### config.mk
export PLATFORM = sky130hd
export DESIGN_NAME = mem_access_ctrl
export DESIGN_NICKNAME = d
export VERILOG_FILES = /design/src/rtl/mem_ctrl_pkg.sv /design/src/rtl/byte_lane_align.sv /design/src/rtl/mem_access_ctrl.sv
export SDC_FILE = /design/constraint.sdc
export NUM_CORES = 1
export LEC_CHECK = 0
export CAP_MARGIN = 20
export CORE_UTILIZATION = 40
export CTS_BUF_LIST = sky130_fd_sc_hd__clkbuf_8 sky130_fd_sc_hd__clkbuf_16
export CTS_CLUSTER_DIAMETER = 50
export CTS_CLUSTER_SIZE = 28
export DETAILED_ROUTE_END_ITERATION = 12
export PLACE_DENSITY = 0.73
export REMOVE_ABC_BUFFERS = 1
export SYNTH_ARGS = -nofsm -noshare
export SYNTH_HDL_FRONTEND = slang
export SYNTH_SLANG_ARGS = --single-unit
### constraint.sdc
create_clock -name clk -period 8.35 [get_ports clk]
set_input_delay 2.0875 -clock clk [delete_from_list [all_inputs] [get_ports clk]]
set_output_delay 2.0875 -clock clk [all_outputs]
set_load 0.01 [all_outputs]
### src/rtl/mem_ctrl_pkg.sv
// Shared types and helpers for the memory-stage load/store sequencer.
//   state_t    : sequencer states
//   SZ_*       : funct3 size codes
//   size_bytes : access width in bytes for a funct3 code, 0 for illegal codes
package mem_ctrl_pkg;

  typedef enum logic [2:0] {
    IDLE,
    ACC1,
    ACC2,
    DONE,
    FAULT
  } state_t;

  localparam logic [2:0] SZ_B  = 3'b000;
  localparam logic [2:0] SZ_H  = 3'b001;
  localparam logic [2:0] SZ_W  = 3'b010;
  localparam logic [2:0] SZ_BU = 3'b100;
  localparam logic [2:0] SZ_HU = 3'b101;

  function automatic logic [2:0] size_bytes(input logic [2:0] funct3);
    case (funct3)
      SZ_B, SZ_BU: return 3'd1;
      SZ_H, SZ_HU: return 3'd2;
      SZ_W:        return 3'd4;
      default:     return 3'd0;
    endcase
  endfunction

endpackage

### src/rtl/byte_lane_align.sv
// Combinational byte-lane steering for one load/store request.
//   off, size, is_store, wdata : request byte offset, funct3, direction, LSB-aligned store data
//   lo, hi                     : first and second memory words of a load (hi=0 when not split)
//   mask8                      : 8-lane byte mask spanning both words
//   wd64                       : store data positioned across both words
//   split                      : request crosses into the next word
//   legal                      : request can be performed
//   rdata_aligned              : load bytes shifted down to bit 0
module byte_lane_align
  import mem_ctrl_pkg::*;
#(
  parameter bit ALLOW_MISALIGNED = 1'b1
) (
  input  logic [1:0]  off,
  input  logic [2:0]  size,
  input  logic        is_store,
  input  logic [31:0] wdata,
  input  logic [31:0] lo,
  input  logic [31:0] hi,
  output logic [7:0]  mask8,
  output logic [63:0] wd64,
  output logic        split,
  output logic        legal,
  output logic [31:0] rdata_aligned
);

  logic [2:0] n;
  logic [3:0] span;
  logic [5:0] shamt;

  always_comb begin
    n     = size_bytes(size);
    span  = {1'b0, n} + {2'b00, off};
    split = span > 4'd4;
    // Unsigned variants have no store form.
    legal = (n != 3'd0) && !(is_store && size[2]) && (ALLOW_MISALIGNED || !split);
    shamt = {1'b0, off, 3'b000};
    mask8 = ((8'd1 << n) - 8'd1) << off;
    wd64  = {32'd0, wdata} << shamt;
    rdata_aligned = 32'({hi, lo} >> shamt);
  end

endmodule

### src/rtl/mem_access_ctrl.sv
// Memory-stage load/store sequencer. Turns a byte/half/word access at any
// byte address into one or two aligned word beats on a req/ready memory port
// and stalls the pipeline until the access completes.
//   clk, reset                  : clock, synchronous active-high reset
//   MemReqM, MemWriteM          : access valid, 1=store
//   SizeM, AddrM, WriteDataM    : funct3 size, byte address, LSB-aligned store data
//   StallM, DoneM, FaultM       : hold pipeline, completion pulse, illegal-access pulse
//   ReadDataAlignedM            : load bytes shifted to bit 0, held until the next completion
//   dmem_req/we/addr/be/wdata   : memory request (registered, stable until dmem_ready)
//   dmem_ready, dmem_rdata      : memory beat accept and read data
module mem_access_ctrl
  import mem_ctrl_pkg::*;
#(
  parameter int DATA_WIDTH       = 32,
  parameter bit ALLOW_MISALIGNED = 1'b1
) (
  input  logic                  clk,
  input  logic                  reset,
  input  logic                  MemReqM,
  input  logic                  MemWriteM,
  input  logic [2:0]            SizeM,
  input  logic [DATA_WIDTH-1:0] AddrM,
  input  logic [DATA_WIDTH-1:0] WriteDataM,
  output logic                  StallM,
  output logic                  DoneM,
  output logic                  FaultM,
  output logic [DATA_WIDTH-1:0] ReadDataAlignedM,
  output logic                  dmem_req,
  output logic                  dmem_we,
  output logic [DATA_WIDTH-1:0] dmem_addr,
  output logic [3:0]            dmem_be,
  output logic [DATA_WIDTH-1:0] dmem_wdata,
  input  logic                  dmem_ready,
  input  logic [DATA_WIDTH-1:0] dmem_rdata
);

  state_t      state;
  logic [1:0]  off_q;
  logic [2:0]  size_q;
  logic        we_q;
  logic [31:0] wdata_q;
  logic [31:0] lo_q;

  logic [1:0]  off_s;
  logic [2:0]  size_s;
  logic        store_s;
  logic [31:0] wdata_s;
  logic [31:0] lo_s;
  logic [31:0] hi_s;

  logic [7:0]  mask8;
  logic [63:0] wd64;
  logic        split;
  logic        legal;
  logic [31:0] rdata_aligned;

  // One aligner serves both phases: in IDLE it sees the live request to
  // decide legality and the first beat; afterwards it sees the latched copy,
  // so a flushed (changing) M-stage request cannot disturb an access in flight.
  always_comb begin
    off_s   = (state == IDLE) ? AddrM[1:0] : off_q;
    size_s  = (state == IDLE) ? SizeM      : size_q;
    store_s = (state == IDLE) ? MemWriteM  : we_q;
    wdata_s = (state == IDLE) ? WriteDataM : wdata_q;
    lo_s    = (state == ACC2) ? lo_q       : dmem_rdata;
    hi_s    = (state == ACC2) ? dmem_rdata : '0;
    StallM  = MemReqM && (state != DONE) && (state != FAULT);
  end

  byte_lane_align #(
    .ALLOW_MISALIGNED(ALLOW_MISALIGNED)
  ) u_align (
    .off          (off_s),
    .size         (size_s),
    .is_store     (store_s),
    .wdata        (wdata_s),
    .lo           (lo_s),
    .hi           (hi_s),
    .mask8        (mask8),
    .wd64         (wd64),
    .split        (split),
    .legal        (legal),
    .rdata_aligned(rdata_aligned)
  );

  always_ff @(posedge clk) begin
    if (reset) begin
      state            <= IDLE;
      off_q            <= '0;
      size_q           <= '0;
      we_q             <= 1'b0;
      wdata_q          <= '0;
      lo_q             <= '0;
      dmem_req         <= 1'b0;
      dmem_we          <= 1'b0;
      dmem_addr        <= '0;
      dmem_be          <= '0;
      dmem_wdata       <= '0;
      DoneM            <= 1'b0;
      FaultM           <= 1'b0;
      ReadDataAlignedM <= '0;
    end else begin
      DoneM  <= 1'b0;
      FaultM <= 1'b0;
      case (state)
        IDLE: begin
          if (MemReqM) begin
            off_q   <= AddrM[1:0];
            size_q  <= SizeM;
            we_q    <= MemWriteM;
            wdata_q <= WriteDataM;
            if (!legal) begin
              state  <= FAULT;
              FaultM <= 1'b1;
            end else begin
              state      <= ACC1;
              dmem_req   <= 1'b1;
              dmem_we    <= MemWriteM;
              dmem_addr  <= {AddrM[DATA_WIDTH-1:2], 2'b00};
              dmem_be    <= MemWriteM ? mask8[3:0] : 4'b0000;
              dmem_wdata <= wd64[31:0];
            end
          end
        end
        ACC1: begin
          if (dmem_ready) begin
            lo_q <= dmem_rdata;
            if (split) begin
              state      <= ACC2;
              dmem_addr  <= dmem_addr + 32'd4;
              dmem_be    <= we_q ? mask8[7:4] : 4'b0000;
              dmem_wdata <= wd64[63:32];
            end else begin
              state    <= DONE;
              DoneM    <= 1'b1;
              dmem_req <= 1'b0;
              dmem_we  <= 1'b0;
              dmem_be  <= '0;
              if (!we_q) ReadDataAlignedM <= rdata_aligned;
            end
          end
        end
        ACC2: begin
          if (dmem_ready) begin
            state    <= DONE;
            DoneM    <= 1'b1;
            dmem_req <= 1'b0;
            dmem_we  <= 1'b0;
            dmem_be  <= '0;
            if (!we_q) ReadDataAlignedM <= rdata_aligned;
          end
        end
        DONE:    state <= IDLE;
        FAULT:   state <= IDLE;
        default: state <= IDLE;
      endcase
    end
  end

endmodule
==> results of run 1 <==
[cell usage after synthesis, drive strengths merged (25+ instances only)]
master  number
nand2      220
dfxtp      175
a21oi      170
mux2i      114
clkbuf      94
a211oi      63
nor3        57
o21ai       40
nor2        39
a31oi       38
buf         37
nand2b      30
nand3       25
[critical path, delay by kind of cell]
family	cells	cell delay, ns
simple gates	4	1.43
compound gates	2	0.58
mux	1	0.78
buf+inv	2	1.25
fa+ha+maj	1	0.58
[kinds of logic (layout without fill, tap and decap cells)]
kind of cell,count (synthesis),count (layout),share of synthesized area [%]
other,1,3,0.03592
AO/OA/AOI/OAI,429,429,26.50
flip-flops,175,175,33.56
XOR/XNOR,1,1,0.08391
AND/OR/NAND/NOR,462,462,21.30
multiplexers,125,125,12.31
adder cells (fa/ha/maj),5,5,0.6712
buffers and inverters,136,270,5.549
[final cells by class]
| type | instances | area (um^2) |
|---|---|---|
| Tap cell | 330 | 412.9 |
| Clock buffer | 18 | 439.2 |
| Inverter | 5 | 18.77 |
| Fill cell | 2403 | 12180 |
| Timing Repair Buffer | 233 | 2255 |
| Multi-Input combinational cell | 1024 | 6450 |
| Sequential cell | 175 | 3505 |
| Clock inverter | 14 | 133.9 |
| Antenna cell | 1 | 2.502 |
[where the power goes]
part / leakage [nW] / switching, mW / internal [mW]
combinational: 2.85 / 0.554 / 0.429
sequential: 1.43 / 0.0921 / 0.928
clock: 0.288 / 0.366 / 0.426
total: 4.57 / 1.01 / 1.78
[layer usage]
metal	GRT usage, %	vias up	wire length (um)	share of wire, %
li1	-	5192	-	-
met1	34.01	5231	15210	43
met3	5.434	74	3015	8.6
met5	0	-	12	0.034
met2	40.37	522	15830	45
met4	12.04	2	1102	3.1
[path summary, 6_finish.rpt]
path / start / end / slack, ns
setup / recovery: AddrM[1] / dmem_addr[2] / 1.94
setup reg to reg: state[2] / dmem_addr[2] / 3.25
hold reg to reg: lo_q[20] / lo_q[20] / 0.46
hold / removal: lo_q[20] / lo_q[20] / 0.46
[state kept, by name, summed over array words and instances (netlist names)]
name,count
we_q,1
size_q,3
wdata_q,32
dmem_wdata,32
dmem_we,1
dmem_addr,30
lo_q,32
FaultM,1
dmem_req,1
DoneM,1
dmem_be,4
state,3
ReadDataAlignedM,32
off_q,2
[through the flow]
step           setup WS (ns)  cell area [um^2]  power [mW]  std cells  utilization (%)
2_1_floorplan        -0.3838              9883       1.587       1204                -
3_3_place_gp           1.680             12640       1.988       1766            49.75
3_5_place_dp           1.536             12640       2.006       1767            49.77
4_1_cts                1.975             13210       2.792       1799            52.02
5_1_grt                1.790             13220       2.931       1800            52.03
6_report               1.937             13220       2.795       1800            52.03
==> impl_metrics.toml, run 1 <==
[run_status]
status = "finished clean"

[die]
die_h_um = 163.6
placementRows = 58
die_w_um = 163.6
core_area_um2 = 25400
start_util_pct = 41.10
io_pins = 209
die-area_um2 = 26750

[synth]
synthesis.area_um2 = 10440
syn_inst = 1334
yosysSeqAreaShare_pct = 33.56
yosysTopAreaCell = "dfxtp_1"
ys_async_sr_fraction_pct = 0
yosys_warnings = 0
synth_edf_count = 0
postSynthAreaPerCell_um2 = 7.826
synth-seq-cells = 175
yosys.area.top_type_share_pct = 33.56
synthFlopType = "dfxtp_1"
synth.area.top_cells = "dfxtp_1, mux2i_1, a21oi_1, nand2_1, a211oi_1"
synthDistinctLibCells = 72

[power]
power_density_nw_per_um2 = 211.5
ir_drop_mv = 0.1315
leakagePower_nw = 4.568

[critical_path]
rr_worst_depth = 9
cp.arrival_ns = 6.75
slowest_stage = "mux2_4"
worst_setup_path_end_kind = "flop"
max_stage_delay_ns = 0.78
critical_path_class = "in2reg"
crit_chain = "clkdlybuf4s50_1 > or4b_2 > and2_2 > inv_1 > fa_1 > o21ba_2 > nor3_2 > mux2_4 > nor2_1 > a311oi_1"
cp_max_fo = 72
required_ns = 8.69
cp-start-kind = "input port"

[clocking]
numCtsBuffers = 17
tritoncts = "done"
numClockSinks = 175
clk_path_buf_depth = 2
hold_buffers = 0
ctsResizeCount = 0
insertion_delay_ns = 0.44
cts-htree-levels = 4
clk_pin_slew_worst_paths_ns = 0.07
cts_root_buffer = "clkbuf_16"
postCtsSetupBuffers = 0

[timing]
hold_slack_ns = 0.4559
fmax_mhz = 155.9
fin_worst_skew_ns = 0.01622
worst_pin_slew_ns = 1.106
fin_crit_ns = 6.413
relSlewSlack_pct = 26.15
fin_crit_sh_pct = 76.81
tns_ns = 0
drv_slew = 0
rsz0062_at_grt = "false"
setup_violations = 0
finalHoldViolations = 0

[hold_path]
hp-class = "reg2reg"
worstHoldPathCells = 2

[detailed_routing]
wirelength_um = 35170
ant_nets = 0
drc_errors = 0
dr.pass1.iters = 5
wl_per_cell_um = 19.54
vias = 11020
avgViaCountPerCell = 6.123
drtIter0Drc = 1170

[layout]
syn2layout_area_growth_pct = 26.59
drive_gt1_share_pct = 7.216
final_cell_mix = "nand2_1, clkdlybuf4s50_1, dfxtp_1, a21oi_1, mux2i_1"
final_common_cell = "nand2_1"
fin_nets = 1565

[global_route]
antenna_found_initial = 2
grt_pass1_wl_um = 54910
first_global_vias = 10370
grt_overflow = 0
track_usage_pct = 25.90
grt_max_degree = 73

[placed_design]
dpl.hpwl_um = 22600
gp_congestion = 0.8780
port_buffers = 206

[run]
max-cap-violations = 0
Power figures use the tool's default switching activity.
==> run 2: changes to the inputs <==
--- a/config.mk
+++ b/config.mk
@@ -11,7 +11,7 @@
 export CTS_CLUSTER_DIAMETER = 50
 export CTS_CLUSTER_SIZE = 28
 export DETAILED_ROUTE_END_ITERATION = 12
-export PLACE_DENSITY = 0.73
+export PLACE_DENSITY = 0.75
 export REMOVE_ABC_BUFFERS = 1
 export SYNTH_ARGS = -nofsm -noshare
 export SYNTH_HDL_FRONTEND = slang
==> constraint.sdc (replaced) <==
create_clock -name clk -period 5.4 [get_ports clk]
set_input_delay 1.35 -clock clk [delete_from_list [all_inputs] [get_ports clk]]
set_output_delay 1.35 -clock clk [all_outputs]
set_load 0.01 [all_outputs]
==> run 2 against run 1 <==
Compared with the run above:
- wire length decreased by 0.34%
- critical path depth increased by 1
- flip-flop and latch count unchanged
- first-iteration DRC count decreased by 0.60%
- cell area increased by 0.69%
- cell count increased by 0.50%
- register-to-register slack got worse by 2.1 ns
- utilization increased by 0.36 points
- critical endpoint is now dmem_addr[27]
- sequential power increased by 55%
- worst setup slack got worse by 1.2 ns
- clock power increased by 58%
==> impl_metrics.toml, run 2 (synthesis results as in run 1) <==
[global_route]
track_usage_pct = 25.98
antenna_found_initial = 1
grt_pass1_wl_um = 55210
first_global_vias = 10490
grt_overflow = 0
grt_max_degree = 74

[detailed_routing]
drtIter0Drc = 1163
avgViaCountPerCell = 6.090
vias = 11020
drc_errors = 0
ant_nets = 0
wirelength_um = 35050
wl_per_cell_um = 19.38
dr.pass1.iters = 6

[placed_design]
port_buffers = 206
dpl.hpwl_um = 22910
gp_congestion = 0.9093

[layout]
multi_input_area_um2 = 6450
fin_nets = 1573
final_common_cell = "nand2_1"
final_util_pct = 52.39
fillCellCount = 2395
drive_gt1_share_pct = 7.854
final_cell_mix = "nand2_1, clkdlybuf4s50_1, dfxtp_1, a21oi_1, mux2i_1"
regArea_um2 = 3505
syn2layout_area_growth_pct = 27.47

[hold_path]
hp-class = "reg2reg"
min_to = "lo_q[14]"
holdCritStartpoint = "lo_q[14]"
worstHoldPathCells = 2

[die]
io_pins = 209
start_util_pct = 41.10
die-area_um2 = 26750
core_area_um2 = 25400
placementRows = 58
die_w_um = 163.6
die_h_um = 163.6

[critical_path]
cp_max_fo = 24
worst_setup_path_end_kind = "flop"
cp-start-kind = "input port"
critical_path_class = "in2reg"
rr_worst_depth = 9
rr_endpoint = "dmem_addr[27]"
r2r-start = "state[1]"
required_ns = 5.74
ff2ff_setup_slack_ns = 1.14
cp.arrival_ns = 4.97

[timing]
worst_pin_slew_ns = 1.041
relSlewSlack_pct = 30.02
fin_crit_sh_pct = 85.70
finalHoldViolations = 0
setup_violations = 0
fin_worst_skew_ns = 0.01568
fin_crit_ns = 4.628
drv_slew = 0
rsz0062_at_grt = "false"
fmax_mhz = 216.1

[clocking]
clk_pin_slew_worst_paths_ns = 0.08
hold_buffers = 0
postCtsSetupBuffers = 0
numClockSinks = 175
insertion_delay_ns = 0.45
cts_root_buffer = "clkbuf_16"
cts-htree-levels = 4
clk_path_buf_depth = 2
ctsResizeCount = 0
numCtsBuffers = 17
tritoncts = "done"

[power]
ir_drop_mv = 0.2180
power_mw = 4.369
power_density_nw_per_um2 = 328.3
leakagePower_nw = 4.617

[run_status]
status = "finished clean"

[run]
max-cap-violations = 0
==> run 2: layout make-up <==
class / count / area share, %
multi-input cells: 1024 / 48.47
flip-flops and latches: 175 / 26.34
repair buffers: 241 / 17.49
clock buffers: 17 / 3.197
well taps: 330 / 3.103
clock inverters: 15 / 1.232
inverters: 5 / 0.1410
diodes: 2 / 0.03761
==> run 2: report_power, final <==
part	internal [mW]	switching, mW
Clock	0.660	0.595
Combinational	0.676	0.861
Sequential	1.44	0.142
Total	2.77	1.60
==> run 2: worst max-delay path, stage by stage <==
cell             delay (ns)
clkdlybuf4s50_1        0.52
or4b_2                 0.61
and2_2                 0.20
inv_1                  0.12
buf_4                  0.23
ha_1                   0.16
a21o_1                 0.17
nor3_2                 0.07
mux2i_4                0.66
nand2_2                0.45
o221a_2                0.41
==> run 2: metal layers <==
layer	GRT usage, %	part of all wire (%)
met1	34.44	42
met2	41.18	45
met3	4.977	9.1
met4	10.61	3.2
met5	0	0
==> run 2: metrics by stage <==
| step | worst slack, ns | hold slack (ns) | cells | cell area (um^2) | TNS (ns) |
|---|---|---|---|---|---|
| 2_1_floorplan | -2.596 | 0.4300 | 1204 | 9883 | -182.62 |
| 3_3_place_gp | 0.3949 | 0.4413 | 1774 | 12710 | 0 |
| 3_5_place_dp | 0.3545 | 0.4465 | 1774 | 12710 | 0 |
| 4_1_cts | 0.8090 | 0.4559 | 1806 | 13300 | 0 |
| 5_1_grt | 0.5654 | 0.4704 | 1808 | 13310 | 0 |
| 6_report | 0.7722 | 0.4545 | 1809 | 13310 | 0 |
==> run 2: worst max path at each step <==
stage,slack (ns),endpoint,startpoint
2_1_floorplan,-2.60,dmem_addr[2],MemReqM
3_3_place_gp,0.39,dmem_addr[28],AddrM[1]
3_5_place_dp,0.35,dmem_addr[28],AddrM[1]
4_1_cts,0.81,dmem_addr[27],AddrM[1]
5_1_grt,0.57,dmem_addr[24],AddrM[1]
6_report,0.77,dmem_addr[27],AddrM[1]
==> run 3: changes to the inputs <==
--- a/config.mk
+++ b/config.mk
@@ -11,7 +11,8 @@
 export CTS_CLUSTER_DIAMETER = 50
 export CTS_CLUSTER_SIZE = 28
 export DETAILED_ROUTE_END_ITERATION = 12
-export PLACE_DENSITY = 0.75
+export HOLD_SLACK_MARGIN = 0.05
+export PLACE_DENSITY = 0.65
 export REMOVE_ABC_BUFFERS = 1
 export SYNTH_ARGS = -nofsm -noshare
 export SYNTH_HDL_FRONTEND = slang
==> run 3 against run 2 <==
Compared with the run above:
- clock power is 6% lower
- sequential power hardly changed
- maximum frequency is 1.0% higher
- first-iteration DRC count is 29% lower
- hold slack hardly changed
- cell area is 0.21% lower
- cell count is 0.11% lower
- critical path depth is 1 lower
- flip-flop and latch count stayed put
- critical endpoint is now dmem_addr[3]
==> impl_metrics.toml, run 3 (synthesis results as in run 1) <==
[run_status]
status = "finished clean"

[timing]
fin_worst_skew_ns = 0.01742
drv_slew = 0
worst_pin_slew_ns = 1.052
setup_slack_ns = 0.8195
fin_crit_ns = 4.580
fmax_mhz = 218.3
rsz0062_at_grt = "false"
relSlewSlack_pct = 29.90
setup_violations = 0
fin_crit_sh_pct = 84.82
finalHoldViolations = 0

[detailed_routing]
ant_nets = 0
drtIter0Drc = 825
wl_per_cell_um = 19.68
drc_errors = 0
avgViaCountPerCell = 6.034
dr.pass1.iters = 7
wirelength_um = 35560
vias = 10900

[die]
core_area_um2 = 25400
start_util_pct = 41.10
io_pins = 209
die_h_um = 163.6
die_w_um = 163.6
placementRows = 58
die-area_um2 = 26750

[power]
power_density_nw_per_um2 = 324.0
p_int_mw = 2.742
comb_power_share_pct = 35.9
switching_share_pct = 36.28
p_sw_mw = 1.561
leakagePower_nw = 4.586
p_clk_share_pct = 27.5
p_seq_share_pct = 36.7
ir_drop_mv = 0.1760

[clocking]
ctsResizeCount = 0
tritoncts = "done"
hold_buffers = 0
numCtsBuffers = 17
cts_root_buffer = "clkbuf_16"
clk_path_buf_depth = 2
cts-htree-levels = 4
clk_pin_slew_worst_paths_ns = 0.07
insertion_delay_ns = 0.44
postCtsSetupBuffers = 0
numClockSinks = 175

[placed_design]
port_buffers = 206
dp_slack_ns = 0.3731
gp_congestion = 0.8942
dpl.hpwl_um = 23220

[hold_path]
hp-class = "reg2reg"
holdCritStartpoint = "lo_q[7]"
worstHoldPathCells = 2
min_to = "lo_q[7]"

[critical_path]
ff2ff_setup_slack_ns = 1.36
rr_worst_depth = 10
cp.arrival_ns = 4.91
cp_max_fo = 30
critical_path_class = "in2reg"
rr_endpoint = "dmem_addr[3]"
critPathLaunch = "AddrM[1]"
worst_setup_path_end_kind = "flop"
r2r-start = "off_q[0]"
required_ns = 5.73
cp-start-kind = "input port"

[global_route]
grt_overflow = 0
grt_use_met1_pct = 34.53
track_usage_pct = 26.10
met2_usage_pct = 42.47
first_global_vias = 9995
globalRouteMet3Util_pct = 4.241
antenna_found_initial = 0
grt_max_degree = 78
busiest_layer = "met2"
grt_pass1_wl_um = 55280

[layout]
drive_gt1_share_pct = 7.791
final_util_pct = 52.29
fin_nets = 1573
final_common_cell = "nand2_1"
syn2layout_area_growth_pct = 27.20
fillCellCount = 2477
final_cell_mix = "nand2_1, clkdlybuf4s50_1, dfxtp_1, a21oi_1, mux2i_1"

[run]
max-cap-violations = 0
[run 3: critical path: stages]
cell and delay [ns]:
clkdlybuf4s50_1 0.54, or4b_2 0.61, and2_2 0.20, inv_1 0.15, fa_1 0.45, o21ba_2 0.24
nor3_2 0.26, mux2_4 0.54, nor2_1 0.26, a311oi_1 0.28
[run 3: worst max-delay path by stage]
stage | endpoint
floorplan | dmem_addr[2]
global placement | dmem_addr[6]
detailed placement | ReadDataAlignedM[13]
CTS | dmem_addr[2]
global route | dmem_addr[22]
finish | dmem_addr[3]
[run 3: per-layer routing]
| metal | vias to the layer above | share of wire, % |
|---|---|---|
| met3 | 54 | 7.1 |
| li1 | 5214 | - |
| met5 | - | 0 |
| met2 | 432 | 47 |
| met1 | 5203 | 44 |
| met4 | 0 | 2.0 |
[run 3: cell type report]
type / count / area, um^2 / share of cell area (%)
inverter: 5 / 18.77 / 0.1413
sequential: 175 / 3505 / 26.39
antenna: 1 / 2.502 / 0.01884
multi-input combinational: 1024 / 6450 / 48.57
timing repair buffer: 241 / 2342 / 17.64
clock inverter: 11 / 82.58 / 0.6218
tap: 330 / 412.9 / 3.109
clock buffer: 20 / 466.7 / 3.514
[run 3: metrics by stage]
| stage | total power [mW] | hold WS [ns] | setup TNS [ns] | std cells | instance area [um^2] |
|---|---|---|---|---|---|
| CTS | 4.307 | 0.4571 | 0 | 1806 | 13280 |
| global route | 4.502 | 0.4677 | 0 | 1806 | 13280 |
| floorplan | 2.454 | 0.4300 | -182.62 | 1204 | 9883 |
| global placement | 3.117 | 0.4408 | 0 | 1775 | 12730 |
| detailed placement | 3.130 | 0.4473 | 0 | 1775 | 12730 |
| finish | 4.303 | 0.4549 | 0 | 1807 | 13280 |
[run 3: power by group through the flow]
stage | Sequential [mW] | Combinational [mW] | Clock [mW]
global placement | 1.60 | 1.51 | 0
detailed placement | 1.60 | 1.53 | 0
floorplan | 1.62 | 0.836 | 0
global route | 1.60 | 1.66 | 1.25
CTS | 1.58 | 1.53 | 1.20
finish | 1.58 | 1.54 | 1.18
